==> config.mk <==
export PLATFORM = sky130hd
export DESIGN_NAME = debug_hart_ctrl
export DESIGN_NICKNAME = d
export VERILOG_FILES = /design/src/rtl/debug_hart_ctrl.sv
export SDC_FILE = /design/constraint.sdc
export NUM_CORES = 1
export LEC_CHECK = 0
export CORE_AREA = 2 2 156 158
export CTS_CLUSTER_DIAMETER = 120
export DETAILED_ROUTE_END_ITERATION = 10
export DIE_AREA = 0 0 158 160
export PLACE_DENSITY_LB_ADDON = 0.15
export SLEW_MARGIN = 20
export SYNTH_ARGS = -nofsm -noshare
export SYNTH_HDL_FRONTEND = slang
export SYNTH_SLANG_ARGS = --single-unit
==> constraint.sdc <==
create_clock -name clk -period 6.3 [get_ports clk]
set_input_delay 0.63 -clock clk [delete_from_list [all_inputs] [get_ports clk]]
set_output_delay 0.63 -clock clk [all_outputs]
set_load 0.02 [all_outputs]
==> src/rtl/debug_hart_ctrl.sv <==
// Debug-module hart controller: halt/resume handshakes and abstract command
// dispatch to one selected hart, with sticky error reporting and a done timeout.
module debug_hart_ctrl #(
  parameter  int NUM_HARTS = 4,
  parameter  int XLEN      = 32,
  parameter  int TIMEOUT   = 1023,
  localparam int HSW       = (NUM_HARTS > 1) ? $clog2(NUM_HARTS) : 1
) (
  input  logic                      clk,
  input  logic                      rst_n,
  input  logic [HSW-1:0]            hartsel,
  input  logic                      halt_req,
  input  logic                      resume_req,
  input  logic                      exec,
  input  logic [31:0]               command,
  input  logic [XLEN-1:0]           data0_in,
  input  logic [XLEN-1:0]           data1_in,
  input  logic                      cmderr_clr,
  output logic [NUM_HARTS-1:0]      halted,
  output logic                      resumeack,
  output logic                      busy,
  output logic                      done,
  output logic                      write,
  output logic [2:0]                cmderr,
  output logic [XLEN-1:0]           data0_out,
  output logic [NUM_HARTS-1:0]      h_halt_req,
  output logic [NUM_HARTS-1:0]      h_resume_req,
  output logic [NUM_HARTS-1:0]      h_exec,
  output logic [31:0]               h_command,
  output logic [XLEN-1:0]           h_data0,
  output logic [XLEN-1:0]           h_data1,
  input  logic [NUM_HARTS-1:0]      h_halted,
  input  logic [NUM_HARTS-1:0]      h_done,
  input  logic [NUM_HARTS-1:0]      h_write,
  input  logic [NUM_HARTS-1:0]      h_error,
  input  logic [NUM_HARTS-1:0]      h_exception,
  input  logic [NUM_HARTS*XLEN-1:0] h_data0_out
);

  localparam int CW = (TIMEOUT > 0) ? $clog2(TIMEOUT + 1) : 1;
  localparam logic [CW-1:0] TO_VAL = CW'(TIMEOUT);

  localparam logic [2:0] ERR_NONE   = 3'd0;
  localparam logic [2:0] ERR_BUSY   = 3'd1;
  localparam logic [2:0] ERR_UNSUP  = 3'd2;
  localparam logic [2:0] ERR_EXCEPT = 3'd3;
  localparam logic [2:0] ERR_HALT   = 3'd4;
  localparam logic [2:0] ERR_TMO    = 3'd7;

  typedef enum logic [1:0] {
    S_IDLE,
    S_EXEC,
    S_RESUME
  } state_t;

  state_t                 r_state;
  logic [HSW-1:0]         r_sel_q;
  logic [CW-1:0]          r_cnt;
  logic [NUM_HARTS-1:0]   r_halted;
  logic [NUM_HARTS-1:0]   r_h_halt_req;
  logic [NUM_HARTS-1:0]   r_h_resume_req;
  logic [NUM_HARTS-1:0]   r_h_exec;
  logic                   r_resumeack;
  logic                   r_busy;
  logic                   r_done;
  logic                   r_write;
  logic [2:0]             r_cmderr;
  logic [XLEN-1:0]        r_data0_out;
  logic [31:0]            r_h_command;
  logic [XLEN-1:0]        r_h_data0;
  logic [XLEN-1:0]        r_h_data1;

  logic [NUM_HARTS-1:0]   w_sel_onehot;
  logic                   w_sel_valid;
  logic                   w_sel_halted;
  logic [NUM_HARTS-1:0]   w_q_onehot;
  logic                   w_q_halted;
  logic                   w_q_done;
  logic                   w_q_write;
  logic                   w_q_error;
  logic                   w_q_exception;
  logic [XLEN-1:0]        w_q_data;
  logic                   w_exec_ok;

  // hartsel values beyond NUM_HARTS match no hart and so select nothing
  always_comb begin
    w_sel_onehot  = '0;
    w_sel_halted  = 1'b0;
    w_q_onehot    = '0;
    w_q_halted    = 1'b0;
    w_q_done      = 1'b0;
    w_q_write     = 1'b0;
    w_q_error     = 1'b0;
    w_q_exception = 1'b0;
    w_q_data      = '0;
    for (int unsigned i = 0; i < NUM_HARTS; i++) begin
      if (hartsel == HSW'(i)) begin
        w_sel_onehot[i] = 1'b1;
        w_sel_halted    = r_halted[i];
      end
      if (r_sel_q == HSW'(i)) begin
        w_q_onehot[i] = 1'b1;
        w_q_halted    = h_halted[i];
        w_q_done      = h_done[i];
        w_q_write     = h_write[i];
        w_q_error     = h_error[i];
        w_q_exception = h_exception[i];
        w_q_data      = h_data0_out[i*XLEN +: XLEN];
      end
    end
  end

  assign w_sel_valid = |w_sel_onehot;
  assign w_exec_ok   = exec && (r_cmderr == ERR_NONE);

  always_ff @(posedge clk or negedge rst_n) begin
    if (!rst_n) begin
      r_halted     <= '0;
      r_h_halt_req <= '0;
    end else begin
      r_halted     <= h_halted;
      r_h_halt_req <= halt_req ? w_sel_onehot : '0;
    end
  end

  // cmderr_clr is applied first so that any error raised on the same edge wins
  always_ff @(posedge clk or negedge rst_n) begin
    if (!rst_n) begin
      r_state        <= S_IDLE;
      r_sel_q        <= '0;
      r_cnt          <= '0;
      r_h_resume_req <= '0;
      r_h_exec       <= '0;
      r_resumeack    <= 1'b0;
      r_busy         <= 1'b0;
      r_done         <= 1'b0;
      r_write        <= 1'b0;
      r_cmderr       <= ERR_NONE;
      r_data0_out    <= '0;
      r_h_command    <= '0;
      r_h_data0      <= '0;
      r_h_data1      <= '0;
    end else begin
      r_h_exec    <= '0;
      r_done      <= 1'b0;
      r_resumeack <= 1'b0;
      if (cmderr_clr) begin
        r_cmderr <= ERR_NONE;
      end
      case (r_state)
        S_IDLE: begin
          if (w_exec_ok) begin
            if (w_sel_valid && w_sel_halted) begin
              r_sel_q     <= hartsel;
              r_h_command <= command;
              r_h_data0   <= data0_in;
              r_h_data1   <= data1_in;
              r_h_exec    <= w_sel_onehot;
              r_busy      <= 1'b1;
              r_cnt       <= '0;
              r_state     <= S_EXEC;
            end else begin
              r_cmderr <= ERR_HALT;
              r_write  <= 1'b0;
              r_done   <= 1'b1;
            end
          end else if (resume_req && w_sel_valid && w_sel_halted) begin
            r_sel_q        <= hartsel;
            r_h_resume_req <= w_sel_onehot;
            r_state        <= S_RESUME;
          end
        end
        S_EXEC: begin
          if (w_exec_ok) begin
            r_cmderr <= ERR_BUSY;
          end
          if (w_q_done) begin
            r_write <= w_q_write;
            if (w_q_write) begin
              r_data0_out <= w_q_data;
            end
            if (w_q_exception) begin
              r_cmderr <= ERR_EXCEPT;
            end else if (w_q_error) begin
              r_cmderr <= ERR_UNSUP;
            end
            r_done  <= 1'b1;
            r_busy  <= 1'b0;
            r_state <= S_IDLE;
          end else if (r_cnt == TO_VAL) begin
            r_cmderr <= ERR_TMO;
            r_write  <= 1'b0;
            r_done   <= 1'b1;
            r_busy   <= 1'b0;
            r_state  <= S_IDLE;
          end else begin
            r_cnt <= r_cnt + 1'b1;
          end
        end
        S_RESUME: begin
          if (w_exec_ok) begin
            r_cmderr <= ERR_BUSY;
          end
          if (!w_q_halted) begin
            r_h_resume_req <= '0;
            r_resumeack    <= 1'b1;
            r_state        <= S_IDLE;
          end else begin
            r_h_resume_req <= w_q_onehot;
          end
        end
        default: begin
          r_state        <= S_IDLE;
          r_busy         <= 1'b0;
          r_h_resume_req <= '0;
        end
      endcase
    end
  end

  assign halted       = r_halted;
  assign resumeack    = r_resumeack;
  assign busy         = r_busy;
  assign done         = r_done;
  assign write        = r_write;
  assign cmderr       = r_cmderr;
  assign data0_out    = r_data0_out;
  assign h_halt_req   = r_h_halt_req;
  assign h_resume_req = r_h_resume_req;
  assign h_exec       = r_h_exec;
  assign h_command    = r_h_command;
  assign h_data0      = r_h_data0;
  assign h_data1      = r_h_data1;

endmodule

==> impl_results.md <==
- Resized cells post-CTS: 0
- Rel. slew slack: 36.1%
- Finished Layout Cells: 1,402
- GRT overflow: 0
- Placeable Area: 23,800 um2
- Largest net degree at the start of global routing: 75
- Clock Tree Buf Depth: 2
- Routed met3 length: 2520 um
- Status: completed
- Die area: 25,300 um2
- Final core utilization: 51.5%
- Max-slew violations: 0
- Synth top cells by count: 309 x nand2_1, 165 x dfrtp_1, 38 x mux4_2
- Number of synthesized register bits: 165
- Post-synthesis cell type count: 36
- Minimum clock period: 3.10 ns
- H-tree depth: 4
- I/O pin total: 403
- Synth-to-layout area growth: 68.2%
- Asr flop ratio synth: 100%
- Lkg Pwr: 0.00541 uW
- CP required: 6.65 ns
- Setup TNS: 0 ns
- Chip height: 160 um
- Vias: 6,305
- Wire length of the first global-routing pass: 37,400 um
- Total GRT Usage: 19.3%
- HP Class: primary input to asynchronous set/reset pin
- PortBufs: 402
- Routed wl met2: 12,500 um
- Register area: 4130 um2
- Area occupied by multi-input gates: 2990 um2
- DR vias/cell: 4.50
- Iteration-0 DRC Markers: 310
- Area leader, netlist: dfrtp_1
- Fill cells: 2,207
- Length of routed wiring on met1: 9180 um
- Clock latency on the worst-skew pair: 0.42 ns
- Detail Placement HPWL: 18,200 um
- Crit end category: flip-flop
- Final hold slack: 0.0933 ns
- Die X: 158 um
- Final period utilization: 49.1%
- Total power: 5600 uW
- CTS tree: done
- RSZ-0062 raised after global routing: false
- CP Launch Type: primary input
- Final Hold Viols: 0
- Reg-to-reg slack, setup: 3.30 ns
- Synth Flop Type: dfrtp_1
- Area contributors post-synth: dfrtp_1 57%, nand2_1 16%, mux4_2 12%
- Clock sinks: 165
- Data arrival, critical path: 3.45 ns
- Top fanout value on the critical path: 45
- Routed len/inst: 17.4 um
- Post-route ant nets: 0
- Post-synth top area share: 56.7%
- Vias in the first global route: 6,538
- Top-count cell post-synth: nand2_1
- EDFF count, synth: 0
- Final setup vio count: 0
- Worst slew pin tran: 0.959 ns
- DRC: 0
- # nets final: 1,317
- Yosys synthesis warning count: 0
- Total wire length: 24,500 um
- Initial DRT Pass Iterations: 4
- Max layer used: met4
- Std cell rows: 57
- Post-Route Skew: 0.0143 ns
- Mapped Area: 7290 um2
- Post-synthesis cell count: 674
- Placer Congestion: 0.736
- Sequential fraction of the synthesis area: 56.7%
- Mapped Avg Cell Area: 10.8 um2
- Initial antenna violation count: 2
- CTS root buf: clkbuf_16
- Share of cells above drive strength 1: 10.8%
- # hold bufs at CTS: 0
- Syn Nets: 927
- Cells after DPL: 1,369
- Maximum vdd drop: 0.208 mV
- F_max: 323 MHz
- Num CTS Buffers: 17
- Cell Pwr Density: 457 nW/um2
- Crit path kind: primary input to flip-flop
- Maxcap violations: 0
- Postcts setup bufs: 0
- Reg clk slew, reported paths: 0.07 ns
- Initial Util: 30.6%
## power by group
part	leakage, uW	switching, uW	internal, uW	total [uW]
Clock	0.000294	449	668	1120
Sequential	0.00208	250	1500	1750
Combinational	0.00303	1400	1340	2740
## final timing paths
| check | start | endpoint | depth (start not counted) |
|---|---|---|---|
| min | rst_n | h_data1[26] | 1 |
| max in group asynchronous | rst_n | r_sel_q[1] | 2 |
| max reg2reg | r_sel_q[0] | data0_out[14] | 4 |
| max | exec | h_data0[27] | 6 |
| min reg2reg | h_command[15] | h_command[15] | 2 |
| min in group clk | h_command[15] | h_command[15] | 2 |
## flip-flops by register name, indices dropped and copies added, names as in the netlist
signal        flops
write             1
cmderr            3
r_cnt            10
r_sel_q           2
h_data0          32
done              1
h_exec            4
resumeack         1
halted            4
busy              1
h_data1          32
r_state           2
h_command        32
h_resume_req      4
h_halt_req        4
data0_out        32
## per-layer routing
| layer | GRT usage (%) | vias up |
|---|---|---|
| li1 | - | 3035 |
| met1 | 21.8 | 3002 |
| met2 | 34.0 | 256 |
| met3 | 7.49 | 12 |
| met4 | 4.95 | 0 |
| met5 | 0 | - |
## cells by family (layout without fill, tap and decap cells)
family,Yosys count,after routing,share of synthesized area (%)
and+or+nand+nor,356,356,19.8
buffers and inverters,44,445,2.56
AOI/OAI and AO/OA,29,29,2.88
other,0,3,0
adders and majority gates,1,1,0.172
muxes,79,79,18.0
DFF,165,165,56.7
## area by class of cell
type / count / share of cell area, %
antenna: 3 / 0.0612
clock buffer: 17 / 3.47
clock inverter: 13 / 1.61
inverter: 6 / 0.184
multi-input combinational: 465 / 24.4
sequential: 165 / 33.7
tap: 324 / 3.31
timing repair buffer: 409 / 33.3
## per-stage QoR
| step | area [um2] | setup WS (ns) |
|---|---|---|
| after floorplan | 7290 | 4.15 |
| after global placement | 11600 | 2.74 |
| after detailed placement | 11600 | 2.72 |
| after CTS | 12300 | 3.13 |
| after global routing | 12300 | 2.86 |
| final | 12300 | 3.20 |
## critical path, cell delays in order
cell and delay (ns):
clkdlybuf4s50_1 0.47, nor4b_1 0.68, and3_2 0.93, buf_4 0.52, nand2_1 0.11, nand2_1 0.07
## cell usage in the layout (no fill, tap or decap), types with 2 or more instances in the layout
| cell type | instances |
|---|---|
| nor4b_1 | 2 |
| mux4_2 | 38 |
| diode_2 | 3 |
| o31ai_1 | 4 |
| a221o_1 | 4 |
| dfrtp_2 | 2 |
| inv_6 | 3 |
| inv_1 | 6 |
| a21oi_1 | 5 |
| and2_1 | 8 |
| and3_1 | 3 |
| buf_4 | 7 |
| nand2_1 | 309 |
| clkdlybuf4s50_1 | 401 |
| nor2_1 | 7 |
| o211ai_1 | 2 |
| clkbuf_16 | 17 |
| clkinvlp_4 | 3 |
| o21ai_0 | 6 |
| bufinv_16 | 4 |
| mux2i_1 | 7 |
| clkinv_4 | 2 |
| nor2b_1 | 3 |
| nand4_1 | 2 |
| dfrtp_1 | 163 |
| nand2b_1 | 3 |
| a311oi_1 | 2 |
| or4_1 | 3 |
| mux2_2 | 34 |
| nor3_1 | 8 |
(Power assumes the default switching activity.)
==> edit 1, RTL diff (same flow settings) <==
Put one more register stage on the output `cmderr`, cleared by the reset. The value now appears one clock later. The other outputs are not delayed to match.
--- a/src/rtl/debug_hart_ctrl.sv
+++ b/src/rtl/debug_hart_ctrl.sv
@@ -223,7 +223,13 @@
   assign busy         = r_busy;
   assign done         = r_done;
   assign write        = r_write;
-  assign cmderr       = r_cmderr;
+  always_ff @(posedge clk or negedge rst_n) begin
+    if (!rst_n) begin
+      cmderr <= '0;
+    end else begin
+      cmderr <= r_cmderr;
+    end
+  end
   assign data0_out    = r_data0_out;
   assign h_halt_req   = r_h_halt_req;
   assign h_resume_req = r_h_resume_req;
Behaviour: not the same (a bounded check fails within 4 cycles, from zero or initial values and one cycle with rst_n low).
==> edit 1 against the original RTL <==
Area after synthesis increased by 1.3%; total power fell by 0.78%; cell count unchanged; combinational power down 4%; design area up 0.36%; worst setup slack worse by 0.079 ns; first-iteration DRC count shrank 25%; wire length is 0.35% lower; die area is the same; sequential cell count is 3 higher; critical path type unchanged; highest routed layer unchanged.
==> edit 1: results (changes against the original RTL) <==
clk slew on worst S/H paths=0.08 ns; Crit-path slowest cell=and3_4 (was and3_2); Fill cells=2,186 (was 2,207); GP Congestion=0.792 (was 0.736); Post-CTS Resized=0 (unchanged); Yosys cell types=40 (was 36); leakage power=0.00543 uW (was 0.00541 uW); GRT Overall Usage=19.3% (about the same); DR pass1 iterations=4 (unchanged); reg2reg start=r_cmderr[0] (was r_sel_q[0]); antenna violations before repair=1 (was 2); Post-layout nets=1,318 (was 1,317); top cells by area, synth=dfrtp_1 (57%), nand2_1 (15%), mux4_2 (12%) (was dfrtp_1 (57%), nand2_1 (16%), mux4_2 (12%)); Peak VDD IR=177 uV (was 208 uV); final setup violation count=0 (unchanged); slowest stage delay, CP=0.85 ns (was 0.93 ns); Layout Skew=0.0125 ns (was 0.0143 ns); CP arrival=3.54 ns (was 3.45 ns); reg2reg end=h_data1[30] (was data0_out[14]); R2R setup slack=3.31 ns (was 3.30 ns); Switching Fraction=37.6% (was 37.4%); share of layout cells above drive strength 1=10.9% (was 10.8%); pin count of the biggest net entering global routing=76 (was 75); Synth Flop Type=dfrtp_1 (unchanged); vias in the first global route=6,663 (was 6,538); register area share after synthesis=56.9% (was 56.7%); WL per Instance=17.4 um (about the same); IO buf count=402 (unchanged); global-route wire length before repair=37,200 um (was 37,400 um); Mapped Nets=934 (was 927); Ant. Diodes=0 (was 3); Synth top cells by count=nand2_1 (301), dfrtp_1 (168), mux4_2 (38) (was nand2_1 (309), dfrtp_1 (165), mux4_2 (38)); Ys Warns=0 (unchanged); worst rel slew slack=29.3% (was 36.1%); Initial Util=31.0% (was 30.6%); Worst Path Max Fanout=69 (was 45); Hold Fails Final Rpt=0 (unchanged); async set or reset register ratio after synthesis=100% (unchanged); via count=6,357 (was 6,305); cells on worst reg2reg path=5 (was 4); Skew-Pair Late Insertion Delay=0.42 ns (about the same); CTS H-tree depth=4 (unchanged); FMAX=315 MHz (was 323 MHz); dpl ws=2.68 ns (was 2.72 ns); Root Driver=clkbuf_16 (unchanged); outcome=finished, final reports clean (unchanged); clock tree buffer depth=2 (unchanged); CTS Buf Count=17 (unchanged); detailed-placement wirelength estimate=18,100 um (was 18,200 um); HP Class=in2async (unchanged); CP startpoint=exec (unchanged); iteration-0 DRC count of the detailed router=231 (was 310); worst hold margin=0.0533 ns (was 0.0933 ns)
==> edit 1: cell count changes after synthesis, moves of 3 or more <==
| cell | before | now |
|---|---|---|
| mux2i_1 | 7 | 4 |
| nand2_1 | 309 | 301 |
| buf_2 | 5 | 9 |
| a221o_1 | 4 | 0 |
| nor3_1 | 8 | 2 |
| dfrtp_1 | 165 | 168 |
| nor2b_1 | 3 | 7 |
| o31ai_1 | 4 | 8 |
| nand3_1 | 3 | 7 |
==> edit 1: how the worst min path moves through the flow <==
stage / depth (start not counted) / startpoint / to
2_1_floorplan: 0 / rst_n / busy
3_3_place_gp: 0 / r_cmderr[1] / cmderr[1]
3_5_place_dp: 0 / r_cmderr[0] / cmderr[0]
4_1_cts: 1 / rst_n / h_command[5]
5_1_grt: 1 / rst_n / h_command[5]
6_report: 1 / rst_n / h_command[5]
==> edit 1: layout make-up <==
cell class | instances | area [um^2] | share of cell area, %
clock buffers | 19 | 443 | 3.60
clock inverters | 13 | 159 | 1.29
inverters | 5 | 18.8 | 0.153
multi-input cells | 466 | 3010 | 24.4
flip-flops and latches | 168 | 4210 | 34.2
well taps | 324 | 405 | 3.30
repair buffers | 407 | 4060 | 33.0
==> edit 1: metal layers <==
layer | vias to the layer above | GRT usage [%] | wire [um]
li1 | 3063 | - | -
met3 | 12 | 7.38 | 2450
met5 | - | 0 | 0
met4 | 0 | 4.83 | 236
met1 | 3032 | 21.7 | 9290
met2 | 250 | 34.2 | 12400
==> edit 1: worst max-delay path, delay by kind of cell <==
kind	cells	cell delay, ns
buffers and inverters	2	0.95
and+or+nand+nor	4	1.89
==> edit 1: stage by stage <==
step / util (%) / std cells / instance area [um^2] / power [uW]
3_3_place_gp: 49.1 / 1370 / 11700 / 4500
6_report: 51.6 / 1402 / 12300 / 5560
2_1_floorplan: - / 681 / 7380 / 3230
5_1_grt: 51.6 / 1402 / 12300 / 5910
4_1_cts: 51.6 / 1402 / 12300 / 5640
3_5_place_dp: 49.1 / 1370 / 11700 / 4520
==> edit 1: logic make-up (layout without fill, tap and decap cells) <==
| logic type | count (synthesis) | count (layout) | synth area share, % |
|---|---|---|---|
| AND/OR/NAND/NOR | 352 | 352 | 19.5 |
| flip-flops | 168 | 168 | 56.9 |
| multiplexers | 76 | 76 | 17.3 |
| buffers and inverters | 47 | 444 | 2.64 |
| AO/OA/AOI/OAI | 37 | 37 | 3.46 |
| adder cells (fa/ha/maj) | 1 | 1 | 0.169 |
==> edit 1: power groups by stage <==
| stage | registers [uW] | clock network (uW) | logic [uW] |
|---|---|---|---|
| floorplan | 2270 | 0 | 961 |
| global placement | 1830 | 0 | 2670 |
| detailed placement | 1840 | 0 | 2680 |
| CTS | 1830 | 1130 | 2680 |
| global route | 1890 | 1170 | 2850 |
| finish | 1830 | 1090 | 2640 |
==> edit 2, RTL diff (same settings) <==
Made on the original files. Change the parameter `NUM_HARTS` from 4 to 2.
--- a/src/rtl/debug_hart_ctrl.sv
+++ b/src/rtl/debug_hart_ctrl.sv
@@ -1,7 +1,7 @@
 // Debug-module hart controller: halt/resume handshakes and abstract command
 // dispatch to one selected hart, with sticky error reporting and a done timeout.
 module debug_hart_ctrl #(
-  parameter  int NUM_HARTS = 4,
+  parameter  int NUM_HARTS = 2,
   parameter  int XLEN      = 32,
   parameter  int TIMEOUT   = 1023,
   localparam int HSW       = (NUM_HARTS > 1) ? $clog2(NUM_HARTS) : 1
Ports: changed (11 resized); port bits go from 403 to 320. The function was not compared with the original's and may differ.
==> edit 2 against the original RTL <==
Area after synthesis shrank 12%; worst setup slack lost 0.028 ns; register-to-register slack gained 0.05 ns; total power shrank 7.6%; highest routed layer unchanged; design area shrank 14%; non-clock buffer count shrank 86; sequential cell count shrank 9; critical endpoint is now h_data1[29]; wire length shrank 25%; largest power group unchanged.
==> edit 2: results (changes against the original RTL) <==
async set or reset register ratio after synthesis=100% (unchanged); Ant. Diodes=0 (was 3); Syn Area/Cell=13.2 um^2 (was 10.8 um^2); GP Congestion=0.755 (was 0.736); WL per Instance=16.0 um (was 17.4 um); register area share after synthesis=60.9% (was 56.7%); leakage power=0.00441 uW (was 0.00541 uW); worst rel slew slack=32.0% (was 36.1%); clk slew on worst S/H paths=0.07 ns (about the same); drt via density=4.40 (was 4.50); Worst Path Max Fanout=71 (was 45); Root Driver=clkbuf_16 (unchanged); WL met2=8590 um (was 12,500 um); Hold Fails Final Rpt=0 (unchanged); antenna violations before repair=0 (was 2); DR pass1 iterations=6 (was 4); IO buf count=319 (was 402); Layout Skew=0.0105 ns (was 0.0143 ns); reg2reg start=cmderr[0] (was r_sel_q[0]); setup bufs post-CTS=0 (unchanged); iteration-0 DRC count of the detailed router=154 (was 310); Fill cells=2,258 (was 2,207); Peak VDD IR=167 uV (was 208 uV); instance area after placement=9930 um^2 (was 11,600 um^2); Post-layout nets=980 (was 1,317); CP arrival=3.42 ns (was 3.45 ns); Setup crit end=h_data1[29] (was h_data0[27]); Mapped Nets=664 (was 927); DR WL met3=1980 um (was 2520 um); vias in the first global route=5,368 (was 6,538); cells on worst reg2reg path=4 (unchanged); Synth top cells by count=dfrtp_1 (156), mux2_2 (87), nand2_1 (52) (was nand2_1 (309), dfrtp_1 (165), mux4_2 (38)); global-route wire length before repair=28,600 um (was 37,400 um); top layer in use=met4 (unchanged); GRT Overall Usage=14.6% (was 19.3%); M1 WL=7390 um (was 9180 um); outcome=finished, final reports clean (unchanged); detailed-placement wirelength estimate=13,700 um (was 18,200 um); Synth Flop Type=dfrtp_1 (unchanged); R2R setup slack=3.35 ns (was 3.30 ns); top cells by area, synth=dfrtp_1 (61%), mux2_2 (15%), mux2i_1 (5.5%) (was dfrtp_1 (57%), nand2_1 (16%), mux4_2 (12%)); Yosys cell types=41 (was 36); share of layout cells above drive strength 1=16.2% (was 10.8%); pin count of the biggest net entering global routing=105 (was 75)
## edit 2: metal layers
metal	global-route usage, %	vias to the layer above
met4	4.67	0
met3	6.38	18
met2	23.9	235
met1	17.2	2404
met5	0	-
li1	-	2356
## edit 2: cell type report
cell class / count / share of cell area (%)
repair buffers: 323 / 30.7
flip-flops and latches: 156 / 37.0
inverters: 7 / 0.249
well taps: 324 / 3.84
clock buffers: 19 / 4.19
multi-input cells: 297 / 22.6
clock inverters: 13 / 1.48
## edit 2: worst min-delay path by stage
stage	depth (start not counted)	slack, ns	start	end
CTS	1	0.38	rst_n	h_data0[30]
finish	1	0.13	rst_n	h_data0[30]
global placement	2	0.46	data0_out[28]	data0_out[28]
detailed placement	2	0.47	data0_out[23]	data0_out[23]
floorplan	0	0.33	rst_n	busy
global route	1	0.16	rst_n	h_data0[30]
## edit 2: kinds of logic after synthesis
family	synth area share [%]
AOI/OAI and AO/OA	6.62
adders and majority gates	0.195
buffers and inverters	2.34
DFF	60.9
muxes	22.9
and+or+nand+nor	7.05
## edit 2: critical path, cell delays in order
cell and delay (ns):
clkdlybuf4s50_1 0.48, nor4b_4 0.43, nand3_4 0.87, buf_4 0.60, mux2_1 0.36
## edit 2: per-stage QoR
step / util [%] / power, uW / std cells / setup slack (ns)
finish: 44.3 / 5180 / 1139 / 3.18
global route: 44.3 / 5490 / 1139 / 2.96
detailed placement: 41.7 / 4190 / 1106 / 2.67
global placement: 41.7 / 4140 / 1106 / 2.79
floorplan: - / 2960 / 486 / 4.17
CTS: 44.2 / 5260 / 1138 / 3.13
## edit 2: power breakdown
group | internal, uW | switching (uW)
sequential | 1450 | 245
combinational | 1270 | 1170
clock | 606 | 439
total | 3330 | 1860
